--- config.mk ---
export PLATFORM = sky130hd
export DESIGN_NAME = pid_core
export DESIGN_NICKNAME = d
export VERILOG_FILES = /design/src/rtl/pid_pkg.sv /design/src/rtl/pid_dqueue.sv /design/src/rtl/pid_core.sv
export SDC_FILE = /design/constraint.sdc
export NUM_CORES = 1
export LEC_CHECK = 0
export ABC_AREA = 1
export CAP_MARGIN = 5
export CORE_ASPECT_RATIO = 1.2
export CORE_MARGIN = 5
export CORE_UTILIZATION = 36
export DETAILED_ROUTE_END_ITERATION = 8
export PLACE_DENSITY = 0.63
export SLEW_MARGIN = 20
export SYNTH_ARGS = -nofsm -noshare
export SYNTH_HDL_FRONTEND = slang
export SYNTH_SLANG_ARGS = --single-unit
--- constraint.sdc ---
create_clock -name clk -period 5.4 [get_ports clk]
set_input_delay 1.35 -clock clk [delete_from_list [all_inputs] [get_ports clk]]
set_output_delay 1.35 -clock clk [all_outputs]
set_load 0.03 [all_outputs]
--- src/rtl/pid_pkg.sv ---
// rtl/pid_pkg.sv - shared widths, default gains and the signed clamp helper for the PID core
package pid_pkg;

  localparam int ERR_W   = 10;
  localparam int INTEG_W = 16;
  localparam int DDIFF_W = 7;
  localparam int OUT_W   = 12;
  localparam int PTERM_W = 14;
  localparam int ITERM_W = 12;
  localparam int DTERM_W = 12;
  localparam int SUM_W   = 15;

  localparam logic signed [3:0] P_COEFF_DEF = 4'sd3;
  localparam logic signed [4:0] D_COEFF_DEF = 5'sd7;

  // Clamp v into the signed range of a w-bit two's complement number.
  function automatic int sat_signed(input int v, input int w);
    int hi;
    int lo;
    hi = (1 <<< (w - 1)) - 1;
    lo = -(1 <<< (w - 1));
    if (v > hi) begin
      return hi;
    end else if (v < lo) begin
      return lo;
    end
    return v;
  endfunction

endpackage

--- src/rtl/pid_dqueue.sv ---
// rtl/pid_dqueue.sv - shift-on-enable history of past error samples for the derivative term
module pid_dqueue
  import pid_pkg::*;
#(
  parameter int DEPTH = 2,
  parameter int W     = ERR_W
) (
  input  logic                clk,
  input  logic                rst_n,
  input  logic                shift_en,
  input  logic signed [W-1:0] din,
  output logic signed [W-1:0] oldest
);

  logic signed [W-1:0] q_q [DEPTH];
  logic signed [W-1:0] q_d [DEPTH];

  // Entry 0 is the newest sample; a shift pushes din in and drops the last entry.
  always_comb begin
    q_d = q_q;
    if (shift_en) begin
      q_d[0] = din;
      for (int i = 1; i < DEPTH; i++) begin
        q_d[i] = q_q[i-1];
      end
    end
  end

  // History registers, cleared to zero so the first sample sees an all-zero past.
  always_ff @(posedge clk or negedge rst_n) begin
    if (!rst_n) begin
      for (int i = 0; i < DEPTH; i++) begin
        q_q[i] <= '0;
      end
    end else begin
      q_q <= q_d;
    end
  end

  assign oldest = q_q[DEPTH-1];

endmodule

--- src/rtl/pid_core.sv ---
// rtl/pid_core.sv - three-stage fixed-point PID controller with saturating integrator and derivative
module pid_core
  import pid_pkg::*;
#(
  parameter logic signed [3:0] P_COEFF       = P_COEFF_DEF,
  parameter logic signed [4:0] D_COEFF       = D_COEFF_DEF,
  parameter int                D_QUEUE_DEPTH = 2            // legal 1..4
) (
  input  logic                    clk,
  input  logic                    rst_n,
  input  logic                    err_vld,
  input  logic signed [ERR_W-1:0] err_sat,
  input  logic                    clr_integ,
  output logic                    pid_vld,
  output logic signed [OUT_W-1:0] pid_out
);

  logic signed [ERR_W-1:0]   d_oldest;

  logic signed [INTEG_W-1:0] integ_q, integ_d;
  logic signed [INTEG_W-1:0] err_ext, integ_sum;
  logic                      integ_ovf;

  logic                      s1_vld_q, s1_vld_d;
  logic signed [PTERM_W-1:0] p_term_q, p_term_d;
  logic signed [DDIFF_W-1:0] d_diff_q, d_diff_d;

  logic                      s2_vld_q, s2_vld_d;
  logic signed [PTERM_W-1:0] p2_q, p2_d;
  logic signed [ITERM_W-1:0] i_term_q, i_term_d;
  logic signed [DTERM_W-1:0] d_term_q, d_term_d;

  logic signed [SUM_W-1:0]   sum_w;
  logic                      pid_vld_q, pid_vld_d;
  logic signed [OUT_W-1:0]   pid_out_q, pid_out_d;

  pid_dqueue #(
    .DEPTH (D_QUEUE_DEPTH),
    .W     (ERR_W)
  ) u_dqueue (
    .clk      (clk),
    .rst_n    (rst_n),
    .shift_en (err_vld),
    .din      (err_sat),
    .oldest   (d_oldest)
  );

  // Integrator: clear has priority; an overflowing add leaves the old value in place.
  always_comb begin
    err_ext   = INTEG_W'(err_sat);
    integ_sum = integ_q + err_ext;
    integ_ovf = (integ_q[INTEG_W-1] == err_ext[INTEG_W-1]) &&
                (integ_sum[INTEG_W-1] != integ_q[INTEG_W-1]);
    integ_d   = integ_q;
    if (clr_integ) begin
      integ_d = '0;
    end else if (err_vld && !integ_ovf) begin
      integ_d = integ_sum;
    end
  end

  // Stage 1: proportional product and clamped first difference against the oldest sample.
  always_comb begin
    s1_vld_d = err_vld;
    p_term_d = p_term_q;
    d_diff_d = d_diff_q;
    if (err_vld) begin
      p_term_d = PTERM_W'(err_sat) * PTERM_W'(P_COEFF);
      d_diff_d = DDIFF_W'(sat_signed(int'(err_sat) - int'(d_oldest), DDIFF_W));
    end
  end

  // Stage 2: scale the difference, and snapshot the integrator so later clears or adds
  // cannot disturb a sample already in flight.
  always_comb begin
    s2_vld_d = s1_vld_q;
    p2_d     = p2_q;
    i_term_d = i_term_q;
    d_term_d = d_term_q;
    if (s1_vld_q) begin
      p2_d     = p_term_q;
      i_term_d = integ_q[INTEG_W-1 -: ITERM_W];
      d_term_d = DTERM_W'(sat_signed(int'(d_diff_q) * int'(D_COEFF), DTERM_W));
    end
  end

  // Output stage: wide sum of the three terms clamped to the output range, held between strobes.
  always_comb begin
    sum_w     = SUM_W'(p2_q) + SUM_W'(i_term_q) + SUM_W'(d_term_q);
    pid_vld_d = s2_vld_q;
    pid_out_d = pid_out_q;
    if (s2_vld_q) begin
      pid_out_d = OUT_W'(sat_signed(int'(sum_w), OUT_W));
    end
  end

  // All state; reset drops every in-flight valid so no strobe follows a mid-stream reset.
  always_ff @(posedge clk or negedge rst_n) begin
    if (!rst_n) begin
      integ_q   <= '0;
      s1_vld_q  <= 1'b0;
      p_term_q  <= '0;
      d_diff_q  <= '0;
      s2_vld_q  <= 1'b0;
      p2_q      <= '0;
      i_term_q  <= '0;
      d_term_q  <= '0;
      pid_vld_q <= 1'b0;
      pid_out_q <= '0;
    end else begin
      integ_q   <= integ_d;
      s1_vld_q  <= s1_vld_d;
      p_term_q  <= p_term_d;
      d_diff_q  <= d_diff_d;
      s2_vld_q  <= s2_vld_d;
      p2_q      <= p2_d;
      i_term_q  <= i_term_d;
      d_term_q  <= d_term_d;
      pid_vld_q <= pid_vld_d;
      pid_out_q <= pid_out_d;
    end
  end

  assign pid_vld = pid_vld_q;
  assign pid_out = pid_out_q;

endmodule

# Yosys cells after proc, flatten, opt, wreduce, memory -nomap -nowiden
# Index checks and enable logic that the tools add are counted.
# classes
n_reduce_logical	4
n_mul	2
magnitude_cmp	6
addsub	4
eq_ne	2
muxes	20
# ops
operator	count
2-to-1 mux 12 bit	6
2-to-1 mux 16 bit	2
2-to-1 mux 7 bit	3
adder 16 x 10 -> 16 bit	1
adder 14 x 12 -> 15 bit	1
adder 15 x 12 -> 15 bit	1
greater-than comparator 15 x 12 -> 1 bit (second input constant)	1
less-than comparator 15 x 12 -> 1 bit (second input constant)	1
multiplier 10 x 3 -> 13 bit (second input constant)	1
greater-than comparator 11 x 12 -> 1 bit (second input constant)	1
less-than comparator 11 x 12 -> 1 bit (second input constant)	1
greater-than comparator 11 x 7 -> 1 bit (second input constant)	1
less-than comparator 11 x 7 -> 1 bit (second input constant)	1
multiplier 7 x 4 -> 11 bit (second input constant)	1
subtractor 10 x 10 -> 11 bit	1
2-to-1 mux 1 bit	9
logical AND 1 bit	2
nonzero test 2 bit	1
equality test 1 bit	1
logical NOT 1 bit	1
!= test 1 bit	1
# totals
regBits	110
output_inout_bits	13

# Depth between registers and ports, before layout
# Gate-level depths: netlist of the first run.
# logic_depth
word_depth	7
depth_mapped	17

# Cells and area by module
# From an unflattened synthesis of the first run, not the netlist that was laid out.
# unflattened
cells_unflattened	988
hier_area_um2	7562.3
# modules_own_cells
module	seq_area_each_um2	n_inst	area_per_inst_um2	cells_per_inst
pid_core	2202.1	1	6720.2	893
pid_dqueue	500.5	1	842.1	95

# Worst setup path after synthesis of the first run
# No wires, ideal clock.
# synth_timing
path_type	input port to flip-flop
start	input port err_sat[3]
end	register p_term_q[9]
path_slack_ns	2.388
setup_time_ns	0.118
t_arrival_ns	2.894
stages	9
path_buffers	0
t_required_ns	5.282
cell_sequence	ha_1 -> ha_1 -> a21oi_1 -> o21ai_0 -> a21oi_1 -> o21ai_0 -> or2_2 -> nand3_1 -> nand2_1
# synth_between
elab_chain_len	1
# synth_lines
item	line_no	rtl
start: declaration	pid_core.sv:12	input logic signed [ERR_W-1:0] err_sat,
multiplier 10 x 3 -> 13 bit	pid_core.sv:68	p_term_d = PTERM_W'(err_sat) * PTERM_W'(P_COEFF);
end signal: assignment	pid_core.sv:113	p_term_q <= p_term_d;
end: declaration	pid_core.sv:25	logic signed [PTERM_W-1:0] p_term_q, p_term_d;
# No other way between the ends.
# A chain may end at the register's enable or synchronous reset.

# Worst setup path in the final report of the first run
# layout_timing
start	input port err_sat[9]
end	register integ_q[10]
# layout_between
elab_chain_len	6
# layout_lines
item	line_no	rtl
adder 16 x 10 -> 16 bit	pid_core.sv:51	integ_sum = integ_q + err_ext;
!= test 1 bit	pid_core.sv:53	(integ_sum[INTEG_W-1] != integ_q[INTEG_W-1]);
logical AND 1 bit	pid_core.sv:52	integ_ovf = (integ_q[INTEG_W-1] == err_ext[INTEG_W-1]) &&
logical NOT 1 bit	pid_core.sv:57	end else if (err_vld && !integ_ovf) begin
logical AND 1 bit	pid_core.sv:57	
nonzero test 2 bit (no source line)	n/a	
end signal: assignment	pid_core.sv:111	integ_q <= integ_d;
end: declaration	pid_core.sv:20	logic signed [INTEG_W-1:0] integ_q, integ_d;
# Several ways; a longest one is shown, not always the timed one. The select of a mux whose other input is x is not followed.

==> results.md, run 1 <==
- The run finished with clean final reports.
- The count of buffers from port buffering is 26.
- The detailed-router iteration count before antenna repair is 5.
- Summing the areas of all fa, ha and maj instances in the mapped netlist gives 17.85% of the synthesized area.
- The count of cells resized by post-cts repair is 0.
- The floorplan step defined a core boundary enclosing 0.02033 mm^2.
- The clock tree from TritonCTS is built.
- The synthesized instance count is 967.
- At the end of the flow the core is filled with cells to 40.55%.
- The number of DRC violations after detailed routing is 0.
- The total vias in the final route is 5991.
- Tracing the worst setup path back leads to its startpoint at err_sat[9].
- Between clock sinks in the finished design, the worst skew comes to 0.01212 ns.
- The critical path endpoint is integ_q[10]$_DFFE_PN0P_.
- The reg-to-reg endpoint is pid_out[0]$_DFFE_PN0P_.
- STA puts the critical path data arrival time at 3.93 ns.
- The buffer depth of the longest clock path is 2.
- Setup repair after global routing left no endpoint under its margin.
- The post-route setup TNS is 0 ns.
- Dividing the final minimum period by the clock period gives 67.29%.
- The post-synth net total is 1074.
- After the last flow step, the layout net total stands at 1091.
- The synthesized netlist devotes 2.588% of its cell area to XOR and XNOR gates.
- The sequential area share after synthesis is 35.96%.
- Post-CTS timing repair inserted 0 buffers for setup.
- Summing the areas of all compound-gate instances in the mapped netlist gives 10.05% of the synthesized area.
- The average footprint of a synthesized cell is 7.700 um^2.
- The level count of the clock H-tree is 3.
- In this run the horizontal extent of the chip is 141.3 um.
- The detailed placement HPWL is 12.49 mm.
- The top achievable clock speed is 0.2752 GHz.
- The mean number of vias per cell is 4.781.
- The number of max-slew violations in the final report is 0.
- The cell area that synthesis handed to floorplanning was 0.007446 mm^2.
- After detailed routing, the average wire length per cell comes to 12.87 um.
- The leakage power figure is 4.267 nW.
- The via count of the first global-routing pass is 5829.
- The number of synthesized register bits is 107.
- In this run the core area contains 57 standard-cell rows.
- Measured against the total synthesized area, the mux share comes to 0%.
- Pin placement for this block handled 27 I/O pins.
- The type of element capturing the critical path is a register.
- The maximum fanout count along the critical path is 17.
- The number of inserted diodes is 0.
- The clock transition at the register clock pins on the worst setup and hold paths after CTS is 0.08 ns.
- The number of clock buffers added by TritonCTS is 9.
- The final period demand of the worst path is 3.634 ns.
- The worst setup path is of the primary input to register kind.
- The final number of setup-violating endpoints is 0.
- The count of routing violations after the opening detailed-route iteration is 312.
- At the worst endpoint, the required time is 5.69 ns.
- The number of sinks on the clock net is 107.
- The worst setup path is launched from a primary input.
- The share of post-route cells with drive strength above 1 is 4.858%.
- At the pin with the least slew margin, the transition time is 0.8683 ns.
- Global routing used 14.08% of the available tracks.
- Routability-driven placement finished with a final weighted congestion of 0.8607.
- The first-pass GRT wire length is 27.63 mm.
- The max-capacitance violation count is 0.
- The sum of internal, switching and leakage power is 4.782 mW.
- In this run the remaining antenna-violating nets after routing total 0.
- Measured in cells, the most critical reg-to-reg path has a length of 14.
- Entering global routing, the biggest net connects 71 pins.
- The worst hold path belongs to the class register to register.
- The power per cell area is 580.1 mW/mm^2.
- Clock tree synthesis selected as its root buffer the cell clkbuf_16.
- Summed over all layers, the routed wires come to 16.12 mm.
- Of the total synthesized cell area, the portion taken by AND, OR, NAND and NOR gates is 26.89%.
- The worst pin sits at a relative slew slack of 42.11%.
- The number of endpoints with negative hold slack in the final report was 0.
- Across all register-to-register paths, the minimum setup slack is 2.43 ns.
- The floorplan step defined a die boundary enclosing 0.02367 mm^2.
- The later pin in the worst-skew pair is clocked with a latency of 0.35 ns.
- The die is 167.5 um tall.
- The signed area change from the synthesized netlist to the final layout is 10.70%.
- The worst-case IR drop observed on VDD is 0.0003057 V.
- The number of antenna violations at the first check in global routing was 0.
- The main combinational cell family by area after synthesis is simple AND/OR/NAND/NOR gates.
- After clock tree synthesis, the flow added hold-fix buffers numbering 0.
- The Yosys step of the flow raised 0 warnings.
- Global routing finished with a remaining overflow of 0.
- The startpoint identified for the worst register-to-register timing path is p2_q[1]$_DFFE_PN0P_.
- The initial standard-cell utilization of the core is 36.63%.
- After synthesis, the netlist uses 35 different library cells.
## critical path, stage by stage
cell and delay [ns]:
clkdlybuf4s50_1 0.84, ha_1 0.38, a21oi_1 0.18, o21ai_1 0.11, a21oi_1 0.21, nand2_1 0.11, nand2_2 0.09, nand3_4 0.21
nand2_4 0.25, nand2_1 0.11, nand2_1 0.07
## flip-flops by register name, indices dropped and copies added, names as in the netlist
name,cells
pid_out,12
d_diff_q,7
u_dqueue.oldest,10
p2_q,13
i_term_q,12
p_term_q,13
pid_vld,1
d_term_q,12
integ_q,16
u_dqueue.q_q,9
s1_vld_q,1
pid_vld_d,1
## cell usage in the layout, fill, tap and decap left out, types with 2 or more instances in the layout
cell | synthesis | routed
a21oi_1 | 52 | 52
nand4_1 | 10 | 10
nand2_2 | 5 | 5
nand2_1 | 339 | 339
nand3_2 | 2 | 2
o2111ai_1 | 2 | 2
a21o_1 | 4 | 4
ha_1 | 71 | 71
nor3_1 | 2 | 2
dfrtp_1 | 107 | 107
a21oi_2 | 13 | 13
o21a_1 | 3 | 3
xnor2_1 | 13 | 13
buf_4 | 1 | 5
o211ai_1 | 3 | 3
clkdlybuf4s50_1 | 0 | 24
xor2_1 | 9 | 9
fa_1 | 22 | 22
clkbuf_16 | 0 | 9
o21bai_1 | 2 | 2
nand3_1 | 58 | 58
or2_2 | 3 | 3
nor2_2 | 2 | 2
a31oi_1 | 2 | 2
o21ai_0 | 48 | 48
inv_1 | 101 | 101
clkinvlp_4 | 0 | 3
nor2_1 | 64 | 64
## cells in the mapped netlist, drive strengths merged
cell / n / area [um^2]
clkbuf: 17 / 63.81
buf: 7 / 53.80
nand4: 10 / 62.56
o21ai: 49 / 245.2
nor3: 2 / 10.01
nand3b: 1 / 7.510
o21bai: 2 / 15.01
ha: 71 / 888.4
a221oi: 1 / 8.760
o2111ai: 2 / 17.52
inv: 101 / 379.1
nor2: 66 / 252.7
nand2: 345 / 1315
nand3: 61 / 327.8
dfrtp: 107 / 2678
xor2: 9 / 78.83
o211ai: 3 / 22.52
nor3b: 1 / 7.510
xnor2: 13 / 113.9
a21oi: 65 / 374.1
fa: 22 / 440.4
a21o: 4 / 30.03
a31oi: 2 / 12.51
or2: 3 / 18.77
o21a: 3 / 22.52
## through the flow
stage               cell area, um^2  instances  setup WS (ns)  hold WS, ns
finish                         8243       1253          1.766       0.4761
detailed placement             7943       1238          1.447       0.4584
global placement               7943       1238          1.534       0.4549
global route                   8243       1253          1.489       0.5046
CTS                            8243       1253          1.828       0.4764
floorplan                      7446        967          2.388       0.3519
## routing by layer
metal / vias to the layer above / GRT usage, % / wire length, um
met1: 2752 / 18.55 / 7767
li1: 3144 / - / -
met5: - / 0 / 0
met4: 0 / 4.720 / 335
met3: 19 / 1.825 / 406
met2: 76 / 23.82 / 7614
## kinds of logic after synthesis
family | Yosys count
AND/OR/NAND/NOR | 489
AO/OA/AOI/OAI | 131
buffers and inverters | 125
flip-flops | 107
adder cells (fa/ha/maj) | 93
XOR/XNOR | 22
## worst min-delay path by stage
stage | from | to | slack [ns] | cells past startpoint
after global placement | u_dqueue.q_q[17]$_DFFE_PN0P_ | u_dqueue.q_q[17]$_DFFE_PN0P_ | 0.45 | 2
after global routing | p_term_q[6]$_DFFE_PN0P_ | p2_q[6]$_DFFE_PN0P_ | 0.50 | 2
after CTS | u_dqueue.q_q[14]$_DFFE_PN0P_ | u_dqueue.q_q[14]$_DFFE_PN0P_ | 0.48 | 2
after detailed placement | u_dqueue.q_q[14]$_DFFE_PN0P_ | u_dqueue.q_q[14]$_DFFE_PN0P_ | 0.46 | 2
after floorplan | s1_vld_q$_DFF_PN0_ | pid_vld_d$_DFF_PN0_ | 0.35 | 0
final | u_dqueue.q_q[14]$_DFFE_PN0P_ | u_dqueue.q_q[14]$_DFFE_PN0P_ | 0.48 | 2
## layout make-up
type,instances,area (um^2)
fillers,2115,12080
multi-input cells,735,4272
flip-flops and latches,107,2678
inverters,101,379.1
well taps,265,331.6
repair buffers,30,282.8
clock buffers,10,239.0
clock inverters,5,61.31
## power by group
part / switching (mW) / total (mW) / internal (mW) / leakage [nW]
Clock: 0.311 / 0.683 / 0.372 / 0.137
Sequential: 0.202 / 1.24 / 1.04 / 1.30
Combinational: 1.74 / 2.86 / 1.12 / 2.83
No activity file was read; power rests on OpenSTA's default activity.
==> run 2, diff against run 1 <==
--- a/config.mk
+++ b/config.mk
@@ -11,7 +11,7 @@
 export CORE_MARGIN = 5
 export CORE_UTILIZATION = 36
 export DETAILED_ROUTE_END_ITERATION = 8
-export PLACE_DENSITY = 0.63
+export PLACE_DENSITY = 0.65
 export SLEW_MARGIN = 20
 export SYNTH_ARGS = -nofsm -noshare
 export SYNTH_HDL_FRONTEND = slang
==> constraint.sdc (replaced) <==
create_clock -name clk -period 3.14 [get_ports clk]
set_input_delay 0.785 -clock clk [delete_from_list [all_inputs] [get_ports clk]]
set_output_delay 0.785 -clock clk [all_outputs]
set_load 0.03 [all_outputs]
==> run 2 against run 1 <==
Die area unchanged. Highest routed layer unchanged. Worst setup slack got worse by 1.5 ns. Hold slack worse by 0.017 ns. Sequential power increased by 72%. Largest power group unchanged. Combinational power rose by 80%.
==> results.md, run 2 (same netlist as run 1, synthesis figures left out) <==
- The startpoint type of the worst setup path is a primary input (unchanged).
- The overall die area is 0.02367 mm^2 (unchanged).
- The total track usage came to 14.80% (was 14.08%).
- The type of element capturing the critical path is a register (unchanged).
- Result of the run: finished, final reports clean (unchanged).
- The core region area was 0.02033 mm^2 (unchanged).
- The number of primary I/O pins is 27 (unchanged).
- The share of post-route cells with drive strength above 1 is 9.100% (was 4.858%).
- The most common cell after layout, fill and taps aside is nand2_1 (unchanged).
- The endpoint arrival time on the critical path is 3.06 ns (was 3.93 ns).
- The clock skew after layout was 0.006216 ns (was 0.01212 ns).
- The signed area change from the synthesized netlist to the final layout is 15.81% (was 10.70%).
- The total of fill cells in the finished design is 2085 (was 2115).
- The power per cell area is 993.3 mW/mm^2 (was 580.1 mW/mm^2).
- The sum of internal, switching and leakage power is 8.565 mW (was 4.782 mW).
- The clock tree root buffer cell was clkbuf_16 (unchanged).
- The wire length per cell is 12.95 um (was 12.87 um).
- The number of antenna violations at the first check in global routing is 0 (unchanged).
- The clock transition at the register clock pins on the worst setup and hold paths after CTS came to 0.07 ns (was 0.08 ns).
- The cell repeated most along the worst path is nand2_1 (unchanged).
- Critical-path cell list: clkdlybuf4s50_1 -> inv_1 -> ha_1 -> inv_1 -> fa_1 -> nand3_1 -> nand3_1 -> nand2_1 -> nand2_1 -> nand2_1 -> a21oi_1 -> a21oi_2 -> a21oi_1 (was clkdlybuf4s50_1 -> ha_1 -> a21oi_1 -> o21ai_1 -> a21oi_1 -> nand2_1 -> nand2_2 -> nand3_4 -> nand2_4 -> nand2_1 -> nand2_1).
- Leading registers by flop count: integ_q (16), p2_q (13), p_term_q (13) (unchanged).
- The top achievable clock speed is 0.3528 GHz.
- The weighted congestion at the end of routability-driven global placement is 0.8913 (was 0.8607).
- The total congestion overflow after global routing is 0 (unchanged).
- The total number of nets in the final design is 1135 (was 1091).
- The worst slew margin relative to its limit is 53.24% (was 42.11%).
- The slowest cell on the critical path is clkdlybuf4s50_1 (unchanged).
- The first-pass GRT wire length is 28.77 mm (was 27.63 mm).
- The floorplan die width came to 141.3 um (unchanged).
- The number of max-slew violations in the final report came to 0 (unchanged).
- The count of routing violations after the opening detailed-route iteration is 361 (was 312).
- The category of the critical setup timing path is primary input to register (unchanged).
- The mean number of vias per cell is 4.795 (was 4.781).
- RSZ-0062 raised after global routing: false (unchanged).
- The delay contributed by the slowest stage of the critical path is 0.51 ns (was 0.84 ns).
- The number of DRC violations after detailed routing is 0 (unchanged).
- The number of flip-flops in the largest register is 16 (unchanged).
- The maximum fanout count along the critical path is 6 (was 17).
- The final core area utilization is 42.43% (was 40.55%).
- Commonest non-fill, non-tap cells in the layout: nand2_1, dfrtp_1, inv_1, ha_1, nor2_1 (unchanged).
- The leakage power figure is 4.512 nW (was 4.267 nW).
- The final period demand of the worst path is 2.834 ns.
- The peak supply drop is 0.0006589 V (was 0.0003057 V).
- The level count of the clock H-tree is 3 (unchanged).
- The via count of the first global-routing pass is 5992 (was 5829).
- The number of inserted diodes was 0 (unchanged).
- The register ranked first by flip-flop count is integ_q (unchanged).
- The worst hold-check path type is primary input to asynchronous set/reset pin (was register to register).
- The clock latency reported for the late side of the worst-skew pair is 0.36 ns (was 0.35 ns).
- The max-capacitance violation count is 0 (unchanged).
- The count of standard-cell rows is 57 (unchanged).
- The total vias in the final route is 6224 (was 5991).
- The detailed-router iteration count before antenna repair is 7 (was 5).
- The maximum number of pins on one net before global-route repair is 52 (was 71).
- The number of clock buffers inserted by TritonCTS is 9 (unchanged).
- The final number of setup-violating endpoints was 0 (unchanged).
- The clock tree from TritonCTS is built (unchanged).
- The buffer depth of the longest clock path is 2 (unchanged).
- The height of the die is 167.5 um (unchanged).
- In the finished design, the share of the clock period the worst path needs comes to 90.26%.
- The number of buffers inserted for hold repair after clock tree synthesis is 0 (unchanged).
- The count of buffers from port buffering was 26 (unchanged).
- The initial standard-cell utilization of the core is 36.63% (unchanged).
- The measured slew at the worst slew-check pin is 0.7014 ns (was 0.8683 ns).
- The number of sinks on the clock net is 107 (unchanged).
- The detailed placement HPWL was 13.46 mm (was 12.49 mm).
- The residual antenna-violating net count after detailed routing is 0 (unchanged).
- The required time at the worst-slack endpoint is 3.37 ns (was 5.69 ns).
- The aggregate routed wire length came to 16.81 mm (was 16.12 mm).
- The number of endpoints with negative hold slack in the final report came to 0 (unchanged).
- The worst hold margin was 0.4595 ns (was 0.4761 ns).
## run 2: cell count changes in the layout (fill, tap and decap cells not counted)
cell and change:
buf_12 +1, clkinv_4 +1, nand2_1 -1, clkbuf_8 +1
clkinv_2 +1, clkinvlp_4 -3, buf_4 +43, nand2_2 +1
bufinv_16 +1
## run 2: worst max-delay path: cells and delay by family
kind	cells	cell delay (ns)
AND/OR/NAND/NOR	5	0.52
buffers and inverters	3	0.69
adder cells (fa/ha/maj)	2	0.58
AO/OA/AOI/OAI	3	0.47
## run 2: final cells by class
class	count	area (um^2)	share of cell area, %
multi-input cells	735	4274	49.56
flip-flops and latches	107	2678	31.05
repair buffers	74	625.6	7.255
inverters	101	379.1	4.396
well taps	265	331.6	3.845
clock buffers	11	252.7	2.931
clock inverters	5	82.58	0.9576
## run 2: worst paths after layout
| path | from | end | slack (ns) | cells after the start |
|---|---|---|---|---|
| max | err_sat[0] | d_diff_q[4]$_DFFE_PN0P_ | 0.31 | 13 |
| min | rst_n | pid_out[11]$_DFFE_PN0P_ | 0.46 | 1 |
| max reg2reg | d_diff_q[1]$_DFFE_PN0P_ | d_term_q[10]$_DFFE_PN0P_ | 0.34 | 15 |
| min reg2reg | u_dqueue.q_q[12]$_DFFE_PN0P_ | u_dqueue.q_q[12]$_DFFE_PN0P_ | 0.48 | 2 |
| max in group asynchronous | rst_n | u_dqueue.oldest[1]$_DFFE_PN0P_ | 1.88 | 2 |
| min in group clk | u_dqueue.q_q[12]$_DFFE_PN0P_ | u_dqueue.q_q[12]$_DFFE_PN0P_ | 0.48 | 2 |
## run 2: per-layer routing
layer / track usage [%] / vias up / routed length [um]
met5: 0 / - / 0
met4: 4.846 / 0 / 296
met3: 2.310 / 18 / 624
met2: 25.67 / 100 / 8337
met1: 18.76 / 2872 / 7555
li1: - / 3234 / -
## run 2: repair_timing
item / CTS / global route
setup endpoints to repair: 0 / 10
buffers inserted: 0 / 0
endpoints found under the hold margin: 0 / 0
gates resized for setup: 0 / 1
## run 2: where the power goes
group | internal (mW) | switching [mW] | total, mW
clock | 0.746 | 0.536 | 1.28
combinational | 2.12 | 3.03 | 5.15
sequential | 1.79 | 0.342 | 2.13
## run 2: metrics by stage
step	cells	instance area (um^2)	TNS, ns	setup slack, ns
after floorplan	967	7446	0	0.5934
after detailed placement	1282	8285	-0.2134	-0.04334
after CTS	1298	8621	0	0.2161
final	1298	8623	0	0.3059
after global placement	1282	8285	-0.2013	-0.03580
after global routing	1298	8623	0	0.05679
